### src/rtl/ms_uart_tx_engine.sv
// UART transmit engine: pops words from the TX FIFO and serialises them onto TXD
// using a per-frame latched baud divisor, optional parity and 1 or 2 stop bits.
module ms_uart_tx_engine #(
  parameter int DWIDTH = 8,
  parameter int DIVW   = 16
) (
  input  logic              CLK,
  input  logic              RESETN,
  input  logic              ENABLE,
  input  logic [DIVW-1:0]   BAUD_DIV,
  input  logic              PARITY_EN,
  input  logic              PARITY_ODD,
  input  logic              STOP2,
  input  logic              FIFO_EMPTY,
  input  logic [DWIDTH-1:0] FIFO_DOUT,
  output logic              FIFO_RD,
  output logic              TXD,
  output logic              BUSY,
  output logic              TX_DONE
);

  localparam logic [2:0] S_IDLE   = 3'd0;
  localparam logic [2:0] S_FETCH  = 3'd1;
  localparam logic [2:0] S_LOAD   = 3'd2;
  localparam logic [2:0] S_START  = 3'd3;
  localparam logic [2:0] S_DATA   = 3'd4;
  localparam logic [2:0] S_PARITY = 3'd5;
  localparam logic [2:0] S_STOP   = 3'd6;

  localparam int BCW = (DWIDTH > 1) ? $clog2(DWIDTH) : 1;
  localparam logic [BCW-1:0] LAST_BIT = BCW'(DWIDTH - 1);

  logic [2:0]        r_state;
  logic              r_txd;
  logic              r_fifo_rd;
  logic              r_tx_done;
  logic [DIVW-1:0]   r_baud_cnt;
  logic [DIVW-1:0]   r_reload;
  logic [BCW-1:0]    r_bit_cnt;
  logic [DWIDTH-1:0] r_shift;
  logic              r_parity;
  logic              r_par_en;
  logic              r_stop2;

  logic [DIVW-1:0]   w_div_m1;
  logic              w_baud_end;
  logic              w_fetch;
  logic [DWIDTH-1:0] w_shift_nxt;

  // A divisor of 0 behaves like 1, so the reload value saturates at 0.
  assign w_div_m1    = (BAUD_DIV == '0) ? '0 : BAUD_DIV - DIVW'(1);
  assign w_baud_end  = (r_baud_cnt == '0);
  assign w_fetch     = ENABLE && !FIFO_EMPTY;
  assign w_shift_nxt = r_shift >> 1;

  assign FIFO_RD = r_fifo_rd;
  assign TXD     = r_txd;
  assign BUSY    = (r_state != S_IDLE);
  assign TX_DONE = r_tx_done;

  // TXD is registered alongside the state so the pin never glitches.
  always_ff @(posedge CLK) begin
    if (!RESETN) begin
      r_state    <= S_IDLE;
      r_txd      <= 1'b1;
      r_fifo_rd  <= 1'b0;
      r_tx_done  <= 1'b0;
      r_baud_cnt <= '0;
      r_reload   <= '0;
      r_bit_cnt  <= '0;
      r_shift    <= '0;
      r_parity   <= 1'b0;
      r_par_en   <= 1'b0;
      r_stop2    <= 1'b0;
    end else begin
      r_fifo_rd <= 1'b0;
      r_tx_done <= 1'b0;
      case (r_state)
        S_IDLE: begin
          r_txd <= 1'b1;
          if (w_fetch) begin
            r_state   <= S_FETCH;
            r_fifo_rd <= 1'b1;
          end
        end
        S_FETCH: begin
          r_state <= S_LOAD;
        end
        S_LOAD: begin
          r_shift    <= FIFO_DOUT;
          r_reload   <= w_div_m1;
          r_baud_cnt <= w_div_m1;
          r_par_en   <= PARITY_EN;
          r_stop2    <= STOP2;
          r_parity   <= (^FIFO_DOUT) ^ PARITY_ODD;
          r_bit_cnt  <= '0;
          r_txd      <= 1'b0;
          r_state    <= S_START;
        end
        S_START: begin
          if (w_baud_end) begin
            r_baud_cnt <= r_reload;
            r_bit_cnt  <= '0;
            r_txd      <= r_shift[0];
            r_state    <= S_DATA;
          end else begin
            r_baud_cnt <= r_baud_cnt - DIVW'(1);
          end
        end
        S_DATA: begin
          if (w_baud_end) begin
            r_baud_cnt <= r_reload;
            if (r_bit_cnt == LAST_BIT) begin
              r_bit_cnt <= '0;
              if (r_par_en) begin
                r_txd   <= r_parity;
                r_state <= S_PARITY;
              end else begin
                r_txd   <= 1'b1;
                r_state <= S_STOP;
              end
            end else begin
              r_bit_cnt <= r_bit_cnt + BCW'(1);
              r_shift   <= w_shift_nxt;
              r_txd     <= w_shift_nxt[0];
            end
          end else begin
            r_baud_cnt <= r_baud_cnt - DIVW'(1);
          end
        end
        S_PARITY: begin
          if (w_baud_end) begin
            r_baud_cnt <= r_reload;
            r_bit_cnt  <= '0;
            r_txd      <= 1'b1;
            r_state    <= S_STOP;
          end else begin
            r_baud_cnt <= r_baud_cnt - DIVW'(1);
          end
        end
        S_STOP: begin
          r_txd <= 1'b1;
          // r_bit_cnt counts completed stop bits when two are requested.
          if (w_baud_end) begin
            if (r_stop2 && (r_bit_cnt == '0)) begin
              r_bit_cnt  <= BCW'(1);
              r_baud_cnt <= r_reload;
            end else begin
              r_bit_cnt <= '0;
              r_tx_done <= 1'b1;
              if (w_fetch) begin
                r_state   <= S_FETCH;
                r_fifo_rd <= 1'b1;
              end else begin
                r_state <= S_IDLE;
              end
            end
          end else begin
            r_baud_cnt <= r_baud_cnt - DIVW'(1);
          end
        end
        default: begin
          r_state <= S_IDLE;
          r_txd   <= 1'b1;
        end
      endcase
    end
  end

endmodule

### config.mk
export PLATFORM = sky130hd
export DESIGN_NAME = ms_uart_tx_engine
export DESIGN_NICKNAME = d
export VERILOG_FILES = /design/src/rtl/ms_uart_tx_engine.sv
export SDC_FILE = /design/constraint.sdc
export NUM_CORES = 1
export LEC_CHECK = 0
export ABC_AREA = 1
export ABC_CLOCK_PERIOD_IN_PS = 2000
export BUFFER_PORTS_ARGS = -buffer_cell sky130_fd_sc_hd__buf_2
export CAP_MARGIN = 40
export CORE_MARGIN = 5
export CORE_UTILIZATION = 60
export DETAILED_ROUTE_END_ITERATION = 10
export PLACE_DENSITY = 0.82
export SLEW_MARGIN = 30
export SYNTH_ARGS = -nofsm -noshare
export SYNTH_HDL_FRONTEND = slang
export SYNTH_SLANG_ARGS = --single-unit
### constraint.sdc
create_clock -name CLK -period 2 [get_ports CLK]
set_clock_uncertainty 0.05 [all_clocks]
set_input_delay 0.1 -clock CLK [delete_from_list [all_inputs] [get_ports CLK]]
set_output_delay 0.1 -clock CLK [all_outputs]
set_load 0.02 [all_outputs]
After elaboration in Yosys (flattened, before gate mapping)
Cells that the tools add are included.
{"block": "classes", "add_sub_neg": 3, "n_eq_ne": 17, "muxes": 35, "bitwise": 2, "reduce_logical": 20}
{"operator": "2-to-1 mux 16 bit", "n": 4}
{"operator": "case mux 16 bit (3 select lines)", "n": 1}
{"operator": "2-to-1 mux 3 bit", "n": 11}
{"operator": "zero test 16 bit", "n": 2}
{"operator": "subtractor 16 x 1 -> 16 bit (second input constant)", "n": 2}
{"operator": "case mux 3 bit (7 select lines)", "n": 1}
{"operator": "2-to-1 mux 8 bit", "n": 2}
{"operator": "inequality test 2 bit (second input constant)", "n": 8}
{"operator": "case mux 8 bit (2 select lines)", "n": 1}
{"operator": "equality test 3 bit (second input constant)", "n": 4}
{"operator": "case mux 3 bit (4 select lines)", "n": 1}
{"operator": "2-to-1 mux 1 bit", "n": 11}
{"operator": "AND reduction 4 bit", "n": 2}
{"operator": "XOR reduction 8 bit", "n": 1}
{"operator": "AND reduction 7 bit", "n": 1}
{"operator": "equality test 3 x 2 -> 1 bit (second input constant)", "n": 2}
{"operator": "zero test 3 bit", "n": 2}
{"operator": "AND reduction 3 bit", "n": 2}
{"operator": "nonzero test 3 bit", "n": 2}
{"operator": "case mux 1 bit (5 select lines)", "n": 1}
{"operator": "nonzero test 4 bit", "n": 1}
{"operator": "adder 3 x 1 -> 3 bit (second input constant)", "n": 1}
{"operator": "equality test 3 x 1 -> 1 bit (second input constant)", "n": 1}
{"operator": "inequality test 3 bit (second input constant)", "n": 1}
{"operator": "11 further kinds", "n": 12}
{"block": "word_totals", "reg_bits": 52, "input_bits": 31, "output_inout_bits": 4, "wordCells": 88}

Logic depth before layout (Yosys ltp)
Gate-level depths: netlist (run 1).
{"block": "logic_depth", "ltp_word": 6, "mapped_depth": 13, "ltp_nobuf": 12}

Worst setup path after synthesis (run 1)
No wires, ideal clock.
{"block": "synth_path", "kind": "flip-flop to flip-flop", "from": "reg r_baud_cnt[0]", "to": "reg r_baud_cnt[5]", "setup_time_ns": 0.132, "arrival_time_ns": 1.464, "t_required_ns": 1.818, "setup_slack_ns": 0.354, "path_stages_with_launch": 13, "n_path_buf": 3, "period_less_slack_ns": 1.646, "cell_sequence": "dfxtp_1 -> inv_1 -> ha_1 -> nand2_2 -> nor2_4 -> buf_6 -> nand2_4 -> buf_6 -> buf_6 -> nand2_1 -> nand3_1 -> nand3_1 -> a21oi_1"}
{"block": "synth_via", "elab_chain_cells": 3, "elab_cells_between_ends": 7, "cone_classes": "add/sub: 1; eq/ne: 1; mux: 3; reduce/logical: 2"}
{"item": "from (decl)", "line_no": "37", "text": "logic [DIVW-1:0] r_baud_cnt;"}
{"item": "from (signal assigned)", "line_no": "92", "text": "r_baud_cnt <= w_div_m1;"}
{"item": "from (signal assigned)", "line_no": "102", "text": "r_baud_cnt <= r_reload;"}
{"item": "from (signal assigned)", "line_no": "107", "text": "r_baud_cnt <= r_baud_cnt - DIVW'(1);"}
{"item": "subtractor 16 x 1 -> 16 bit / zero test 16 bit (equally long branches)"}
{"item": "2-to-1 mux 16 bit (tied with other cells)", "line_no": "144", "text": "if (w_baud_end) begin"}
{"item": "case mux 16 bit (3 select lines) / AND reduction 2 bit (equally long branches)"}
Parallel ways exist; a longest one is shown, timed or not.
A chain may end at the register's enable or synchronous reset.

Worst setup path in the final report (run 1)
{"block": "layout_path", "from": "reg r_state[1]", "to": "reg r_baud_cnt[5]"}
{"block": "layout_via", "elab_chain_cells": 4, "elab_cells_between_ends": 10, "cone_classes": "eq/ne: 6; mux: 1; reduce/logical: 3"}
{"item": "from (decl)", "line_no": "33", "text": "logic [2:0] r_state;"}
{"item": "from (signal assigned)", "line_no": "64", "text": "r_state <= S_IDLE;"}
{"item": "from (signal assigned)", "line_no": "82", "text": "r_state <= S_FETCH;"}
{"item": "from (signal assigned)", "line_no": "87", "text": "r_state <= S_LOAD;"}
{"item": "equality test 3 bit / equality test 3 x 2 -> 1 bit (equally long branches)", "line_no": "78", "text": "case (r_state)"}
{"item": "OR reduction 3 bit (no source line)"}
{"item": "nonzero test 3 bit (no source line)"}
{"item": "AND reduction 2 bit (no source line)"}
Parallel ways exist; a longest one is shown, timed or not.

==> results.md, run 1 <==
* 11.9% — clock power share
* 110 ps — pre-CTS worst setup slack
* 0.00278 W — cell-internal power
* simple AND/OR/NAND/NOR gates — main combinational cell family by area after synthesis
* 747 ps — Worst Max-Slew Pin Slew
* simple AND/OR/NAND/NOR gates — kind of cell with the highest combined delay on the critical path
* 50.4% — Sw Share
* 12.8 microns — average wire length per cell after detail routing
* 0 — total number of yosys warnings
* 0 — DRC Markers
* 0 — Finish-stage setup viols
* 2.75% — post-synthesis xor/xnor area fraction
* 69.7% — final core utilization
* 330 ps — source-to-sink clock delay at the later pin of the worst-skew pair
* sky130_fd_sc_hd__dfxtp_1 — dominant synthesized flop cell
* 2130 ps — required time reported for the critical path endpoint
* 0% — fraction of synthesized area in multiplexers
* 86.4 microns — Die Wd
* 12.1% — proportion of layout cells with a drive suffix above 1
* 9 — instance count on the critical path
* 2 — count of H-tree levels built during CTS
* 503 — fillers
* flop — Worst setup EP type
* 38.0% — global-route met2 utilization
* 0 — post-CTS setup repair buffer count
* 35 — IO Pins
* sky130_fd_sc_hd__dfxtp_1 — standard cell with the maximum stage delay on the critical path
* 0 — initial antenna violation count
* 2.15% — Synth Area in Adders
* 29 — Netlist cell types
* 14.0% — post-synthesis compound-gate area fraction
* 1440 nW/um^2 — power per cell area
* inv_1 -> nand2_1 -> inv_1 -> nor2_2 -> nand2_1 -> inv_1 -> nand2_1 -> nand3_1 -> a21oi_1 — worst-path cell chain
* sky130_fd_sc_hd__clkbuf_8 — Clock Tree Root
* 3.52% — met3 usage in global routing
* 29.1% — proportion of power drawn by flip-flops and latches
* 0 — max capacitance violation total
* 0 — final hold vios
* r_baud_cnt[5]$_SDFFE_PN0P_ — endpoint of the worst register-to-register path
* 410 ps — largest stage delay on the critical path
* 3500 sq um — synthesized area
* 1860 ps — min Tclk post-route
* 6 — total iterations of the first detailed-routing run
* 50.1% — max-slew headroom at the worst pin
* 679 — Cells after DPL
* 656 — number of nets in the final layout
* 35.1% — met1 layer usage reported by global route
* 8860 microns — Final Routed Wirelength
* no — RSZ-0062 raised after global routing
* 0.884 mV — Max VDD drop
* 59.0% — proportion of power drawn by combinational gates
* 143 ps — Worst Setup Slack, final
* 0 ps — Post-Route Setup TNS
* 3 — number of buffers and inverters on the critical path
* 0 — sum of overflow across all layers after global routing
* 1990 ps — arrival time at the worst endpoint
* 140 ps — worst reg2reg setup slack
* 92.9% — final cycle utilization of the critical path
* 0.00561 W — Overall Power
* yes — TritonCTS clock tree
* 62.8% — initial core utilization
* 27 — number of placement rows
* 0.889 — placer congestion estimate
* 9 — worst-case reg-to-reg path depth
* 41.4% — simple-gate share of the synthesized area
* r_state[1]$_SDFFE_PN0P_ — launch point of the worst reg-to-reg path
* met2 — grt peak-use layer
* 692 — count of placed standard cells in the final layout, fillers left out
* 367 — Detailed Route Iter0 Violations
* 2 — maximum buffer depth of the clock tree
* 0 — number of antenna repair diodes
* 0 — Final Slew Violations
* r_state[1]$_SDFFE_PN0P_ — start point of the critical path
* 14 — maximum net fanout on the critical path
* 3704 — vias after detailed routing
* finished clean — result of the run
* 11.0% — P&R area growth vs syn
* 0 — number of flops mapped to enable cells by yosys
* 5570 sq um — CORE AREA
* in2reg — worst hold-check path type
* 3294 — vias in the first global route
* 0.00282 W — Net Sw Power
* 6.02 sq um — Avg Synthesized Cell Area
* 0% — proportion of register bits with asynchronous set or reset after synthesis
* r_baud_cnt[5]$_SDFFE_PN0P_ — endpoint of the most critical setup path
* 581 — synthesized instance count
* 15100 microns — global-route wire length before repair
* 0 — Antenna Violating Nets Remaining
* 6450 microns — Post-DP HPWL
* 52 — TritonCTS sink count
* 86.4 microns — die height
* 1.96 nW — P_leak
* 52 — number of register bits inferred by synthesis
* 35 — pin count of the biggest net entering global routing
* 618 — Post-Syn Nets
* 5.35 — detail-routed via count per cell
* 7460 sq um — Total Die Area
* 34 — number of buffers inserted by port buffering
* 110 ps — clock edge transition at the registers on the reported setup and hold paths
* reg2reg — kind of critical path
* flop — Worst setup SP type
* 24.3% — combined global-route utilization of all metal layers
* 29.7% — sequential-to-total area share from yosys stat
* 538 MHz — timing-limited maximum frequency
* 5 — number of CTS-inserted buffers
==> worst min path at each step <==
stage	from	to	slack [ps]	depth (start not counted)
after floorplan	RESETN	r_bit_cnt[0]$_SDFFE_PN0P_	190	2
after global placement	PARITY_EN	r_par_en$_SDFFE_PN0N_	300	3
after detailed placement	STOP2	r_stop2$_SDFFE_PN0N_	310	3
after CTS	ENABLE	FIFO_RD$_SDFF_PN0_	40	5
after global routing	ENABLE	FIFO_RD$_SDFF_PN0_	50	5
final	ENABLE	FIFO_RD$_SDFF_PN0_	50	5
==> power by group through the flow <==
stage | registers [W] | clock network, W | logic [W]
final | 0.00163 | 0.000666 | 0.00331
after CTS | 0.00162 | 0.000681 | 0.00322
after floorplan | 0.00159 | 0 | 0.00256
after global routing | 0.00168 | 0.000721 | 0.00371
after global placement | 0.00163 | 0 | 0.00314
after detailed placement | 0.00164 | 0 | 0.00318
==> synth_stat cells, types with 2 or more instances <==
cell	count	area share (%)
sky130_fd_sc_hd__inv_1	59	6.3
sky130_fd_sc_hd__xnor2_1	7	1.8
sky130_fd_sc_hd__a21oi_1	44	6.3
sky130_fd_sc_hd__nand3_1	64	9.2
sky130_fd_sc_hd__nor2_2	3	0.54
sky130_fd_sc_hd__nand4_1	8	1.4
sky130_fd_sc_hd__buf_2	5	0.71
sky130_fd_sc_hd__ha_1	6	2.1
sky130_fd_sc_hd__dfxtp_1	52	30
sky130_fd_sc_hd__buf_6	3	0.97
sky130_fd_sc_hd__inv_2	3	0.32
sky130_fd_sc_hd__o211ai_1	3	0.64
sky130_fd_sc_hd__nor2_4	2	0.64
sky130_fd_sc_hd__nand2_1	169	18
sky130_fd_sc_hd__nor2_1	78	8.4
sky130_fd_sc_hd__clkbuf_1	8	0.86
sky130_fd_sc_hd__nand3b_1	6	1.3
sky130_fd_sc_hd__nand2_4	2	0.64
sky130_fd_sc_hd__xor2_1	4	1.0
sky130_fd_sc_hd__o21ai_0	39	5.6
sky130_fd_sc_hd__buf_4	3	0.64
sky130_fd_sc_hd__nand2_2	6	1.1
==> cell families after synthesis <==
logic type | after synthesis
simple gates | 339
compound gates | 91
buf+inv | 82
flops | 52
xor+xnor | 11
fa+ha+maj | 6
==> layout by cell type (no fill, tap or decap), drive strengths merged, types with 4 or more instances in the layout <==
cell type / instances
nand3b: 6
dlygate4sd3: 4
xnor2: 7
inv: 65
dfxtp: 52
ha: 6
buf: 46
xor2: 4
nand4: 8
o211ai: 4
a21oi: 45
o21ai: 40
clkbuf: 5
nor2: 83
nand3: 64
nand2: 177
==> repair_timing <==
item | in CTS | in global routing
hold buffers | 4 | 0
gates resized for setup | 0 | 2
setup endpoints to repair | 0 | 30
endpoints found under the hold margin | 4 | 0
==> metrics by stage <==
| stage | hold slack (ps) | cell area [sq um] |
|---|---|---|
| final | 47.1 | 3890 |
| after global placement | 300 | 3730 |
| after floorplan | 188 | 3500 |
| after global routing | 54.0 | 3890 |
| after detailed placement | 313 | 3730 |
| after CTS | 41.1 | 3870 |
==> routing by layer <==
layer	up-vias	part of all wire (%)
li1	1936	-
met5	-	0
met3	11	6.9
met2	122	44
met1	1635	48
met4	0	1.3
==> area by class of cell <==
class	instances	area (sq um)	share of cell area (%)
repair buffers	50	308	7.92
clock buffers	5	68.8	1.77
clock inverters	3	28.8	0.741
inverters	63	236	6.08
well taps	72	90.1	2.32
multi-input cells	447	2110	54.4
flip-flops and latches	52	1040	26.8
==> worst reg2reg max path: cells and delay by family, from the launching register on <==
kind / cells / cell delay [ps]
flops: 1 / 410
buf+inv: 3 / 510
simple gates: 5 / 670
compound gates: 1 / 80
==> flip-flops by register name, indices dropped and copies added, names as in the netlist, 3 cells and up <==
name and cells:
r_baud_cnt 16, r_bit_cnt 3, r_reload 16, r_shift 8, r_state 3
Power figures use the tool's default switching activity.
==> inputs of run 2 (changes only) <==
--- a/config.mk
+++ b/config.mk
@@ -7,5 +7,5 @@
 export LEC_CHECK = 0
 export ABC_AREA = 1
-export ABC_CLOCK_PERIOD_IN_PS = 2000
+export ABC_CLOCK_PERIOD_IN_PS = 2100
 export BUFFER_PORTS_ARGS = -buffer_cell sky130_fd_sc_hd__buf_2
 export CAP_MARGIN = 40
==> constraint.sdc (replaced) <==
create_clock -name CLK -period 2.1 [get_ports CLK]
set_clock_uncertainty 0.05 [all_clocks]
set_input_delay 0.42 -clock CLK [delete_from_list [all_inputs] [get_ports CLK]]
set_output_delay 0.42 -clock CLK [all_outputs]
set_load 0.02 [all_outputs]
==> run 2 against run 1 <==
- register-to-register slack barely moved
- setup slack improved by 3.5 ps
- non-clock buffer count fell by 5
- via count rose by 2.5%
- flip-flop and latch count did not move
- fmax fell by 4.9%
- critical path type unchanged
- largest power group unchanged
- highest routed layer unchanged
==> results.md, run 2 (synthesis gave the netlist of run 1 again) <==
* finished clean — result of the run
* 0 — DRC Markers, unchanged
* sky130_fd_sc_hd__nand2_1 (169), sky130_fd_sc_hd__nor2_1 (78), sky130_fd_sc_hd__nand3_1 (64) — most frequent cells in the layout
* 27 — number of placement rows, unchanged
* 5 — number of CTS-inserted buffers, unchanged
* 11.5% — proportion of layout cells with a drive suffix above 1, -0.55 points
* flop — Worst setup SP type
* 12.8 microns — average wire length per cell after detail routing, +0.14%
* 86.4 microns — Die Wd, unchanged
* 0 — number of antenna repair diodes, unchanged
* 2300 ps — required time reported for the critical path endpoint, +170 ps
* 62.8% — max-slew headroom at the worst pin, +13 points
* 150 ps — worst reg2reg setup slack, about the same
* 310 ps — source-to-sink clock delay at the later pin of the worst-skew pair, -20 ps
* 0 — sum of overflow across all layers after global routing, unchanged
* 2160 ps — arrival time at the worst endpoint, +170 ps
* 7460 sq um — Total Die Area, unchanged
* 68.7% — final core utilization, -1.0 points
* 0 — Finish-stage setup viols, unchanged
* 0 — total of hold buffers inserted after clock tree synthesis, -4
* in2reg — worst hold-check path type
* 5570 sq um — CORE AREA, unchanged
* STOP2 — startpoint of the worst hold path
* 86.4 microns — die height, unchanged
* 3383 — vias in the first global route, +2.7%
* 6620 microns — Post-DP HPWL, +2.5%
* 0.893 — placer congestion estimate, +0.37%
* r_baud_cnt[15]$_SDFFE_PN0P_ — endpoint of the worst register-to-register path
* 0.790 mV — Max VDD drop, -11%
* 2110 sq um — combined area of the multi-input logic cells, -0.12%
* 0 — Final Slew Violations, unchanged
* 93.0% — final cycle utilization of the critical path, +0.17 points
* 35 — pin count of the biggest net entering global routing, unchanged
* 35 — IO Pins, unchanged
* sky130_fd_sc_hd__clkbuf_8 — Clock Tree Root
* 1.93 nW — P_leak, -1.5%
* r_state[1]$_SDFFE_PN0P_ — start point of the critical path
* 0 — final hold vios, unchanged
* flop — Worst setup EP type
* 2 — count of H-tree levels built during CTS, unchanged
* 24.2% — combined global-route utilization of all metal layers, -0.18 points
* 0 — max capacitance violation total, unchanged
* 1370 nW/um^2 — power per cell area, -5.3%
* 14 — maximum net fanout on the critical path, unchanged
* 52 — TritonCTS sink count, unchanged
* 0 ps — Post-Route Setup TNS, unchanged
* reg2reg — kind of critical path
* sky130_fd_sc_hd__nand2_1 — most common cell after layout, fill and taps aside
* 651 — number of nets in the final layout, -0.76%
* 0 — initial antenna violation count, unchanged
* 3798 — vias after detailed routing, +2.5%
* 1040 sq um — combined flip-flop and latch cell area, unchanged
* 7 — total iterations of the first detailed-routing run, +1
* 100 ps — clock edge transition at the registers on the reported setup and hold paths, about the same
* 10 — worst-case reg-to-reg path depth, +1
* 34 — number of buffers inserted by port buffering, unchanged
* 14900 microns — global-route wire length before repair, -0.78%
* 556 ps — Worst Max-Slew Pin Slew, -192 ps
* 524 — fillers, +4.2%
* 9.40% — P&R area growth vs syn
* r_state[1]$_SDFFE_PN0P_ — launch point of the worst reg-to-reg path
* 0 — Antenna Violating Nets Remaining, unchanged
* yes — TritonCTS clock tree
* r_baud_cnt: 16 flops, r_reload: 16 flops, r_shift: 8 flops — largest registers
* 512 MHz — timing-limited maximum frequency, -4.9%
* 5.53 — detail-routed via count per cell, +3.3%
* no — RSZ-0062 raised after global routing
* 8810 microns — Final Routed Wirelength, -0.59%
* r_baud_cnt[15]$_SDFFE_PN0P_ — endpoint of the most critical setup path
* 2 — maximum buffer depth of the clock tree, unchanged
* 282 — Detailed Route Iter0 Violations, -23%
* 62.8% — initial core utilization, unchanged
* 1950 ps — min Tclk post-route, +96.5 ps
[run 2: what timing repair did]
action / in CTS / in global routing
gates resized for setup: 0 / 1
endpoints found under the setup margin: 0 / 1
buffers inserted: 0 / 0
[run 2: how the worst min path moves through the flow]
stage,to,slack [ps],depth (start not counted)
finish,r_stop2$_SDFFE_PN0N_,310,3
global route,r_par_en$_SDFFE_PN0N_,320,3
CTS,r_stop2$_SDFFE_PN0N_,300,3
detailed placement,r_stop2$_SDFFE_PN0N_,430,2
global placement,r_shift[7]$_SDFFE_PN0P_,410,2
floorplan,r_baud_cnt[0]$_SDFFE_PN0P_,390,2
[run 2: report_power, final]
part / switching [W] / internal, W
clock network: 0.000339 / 0.000239
registers: 0.000263 / 0.00130
logic: 0.00202 / 0.00107
[run 2: worst max-delay path, stage by stage, from the launching register on]
cell and delay [ps]:
sky130_fd_sc_hd__dfxtp_1 400, sky130_fd_sc_hd__inv_1 90, sky130_fd_sc_hd__nand2_1 90, sky130_fd_sc_hd__inv_1 50, sky130_fd_sc_hd__nor2_2 200, sky130_fd_sc_hd__nand2_1 140
sky130_fd_sc_hd__inv_1 380, sky130_fd_sc_hd__nand4_1 240, sky130_fd_sc_hd__nand3_1 140, sky130_fd_sc_hd__nand2_1 70, sky130_fd_sc_hd__inv_1 50
[run 2: final cells by class]
type | instances | share of cell area [%]
inverters | 63 | 6.18
clock inverters | 1 | 0.229
multi-input cells | 447 | 55.1
well taps | 72 | 2.35
flip-flops and latches | 52 | 27.2
clock buffers | 7 | 1.99
repair buffers | 45 | 6.93
[run 2: routing by layer]
layer | GRT usage, % | vias to the layer above | wire, microns
li1 | - | 1935 | -
met1 | 34.1 | 1737 | 4250
met2 | 39.4 | 119 | 3930
met3 | 2.85 | 7 | 543
met4 | 5.38 | 0 | 87
met5 | 0 | - | 0
[run 2: stage by stage]
step / instances / worst slack, ps / hold WS [ps] / area (sq um) / power [W]
floorplan: 581 / 450 / 395 / 3500 / 0.00395
global placement: 679 / 256 / 406 / 3740 / 0.00454
detailed placement: 679 / 215 / 432 / 3740 / 0.00461
CTS: 687 / 184 / 304 / 3830 / 0.00518
global route: 687 / 23.1 / 323 / 3830 / 0.00569
finish: 687 / 146 / 305 / 3830 / 0.00523
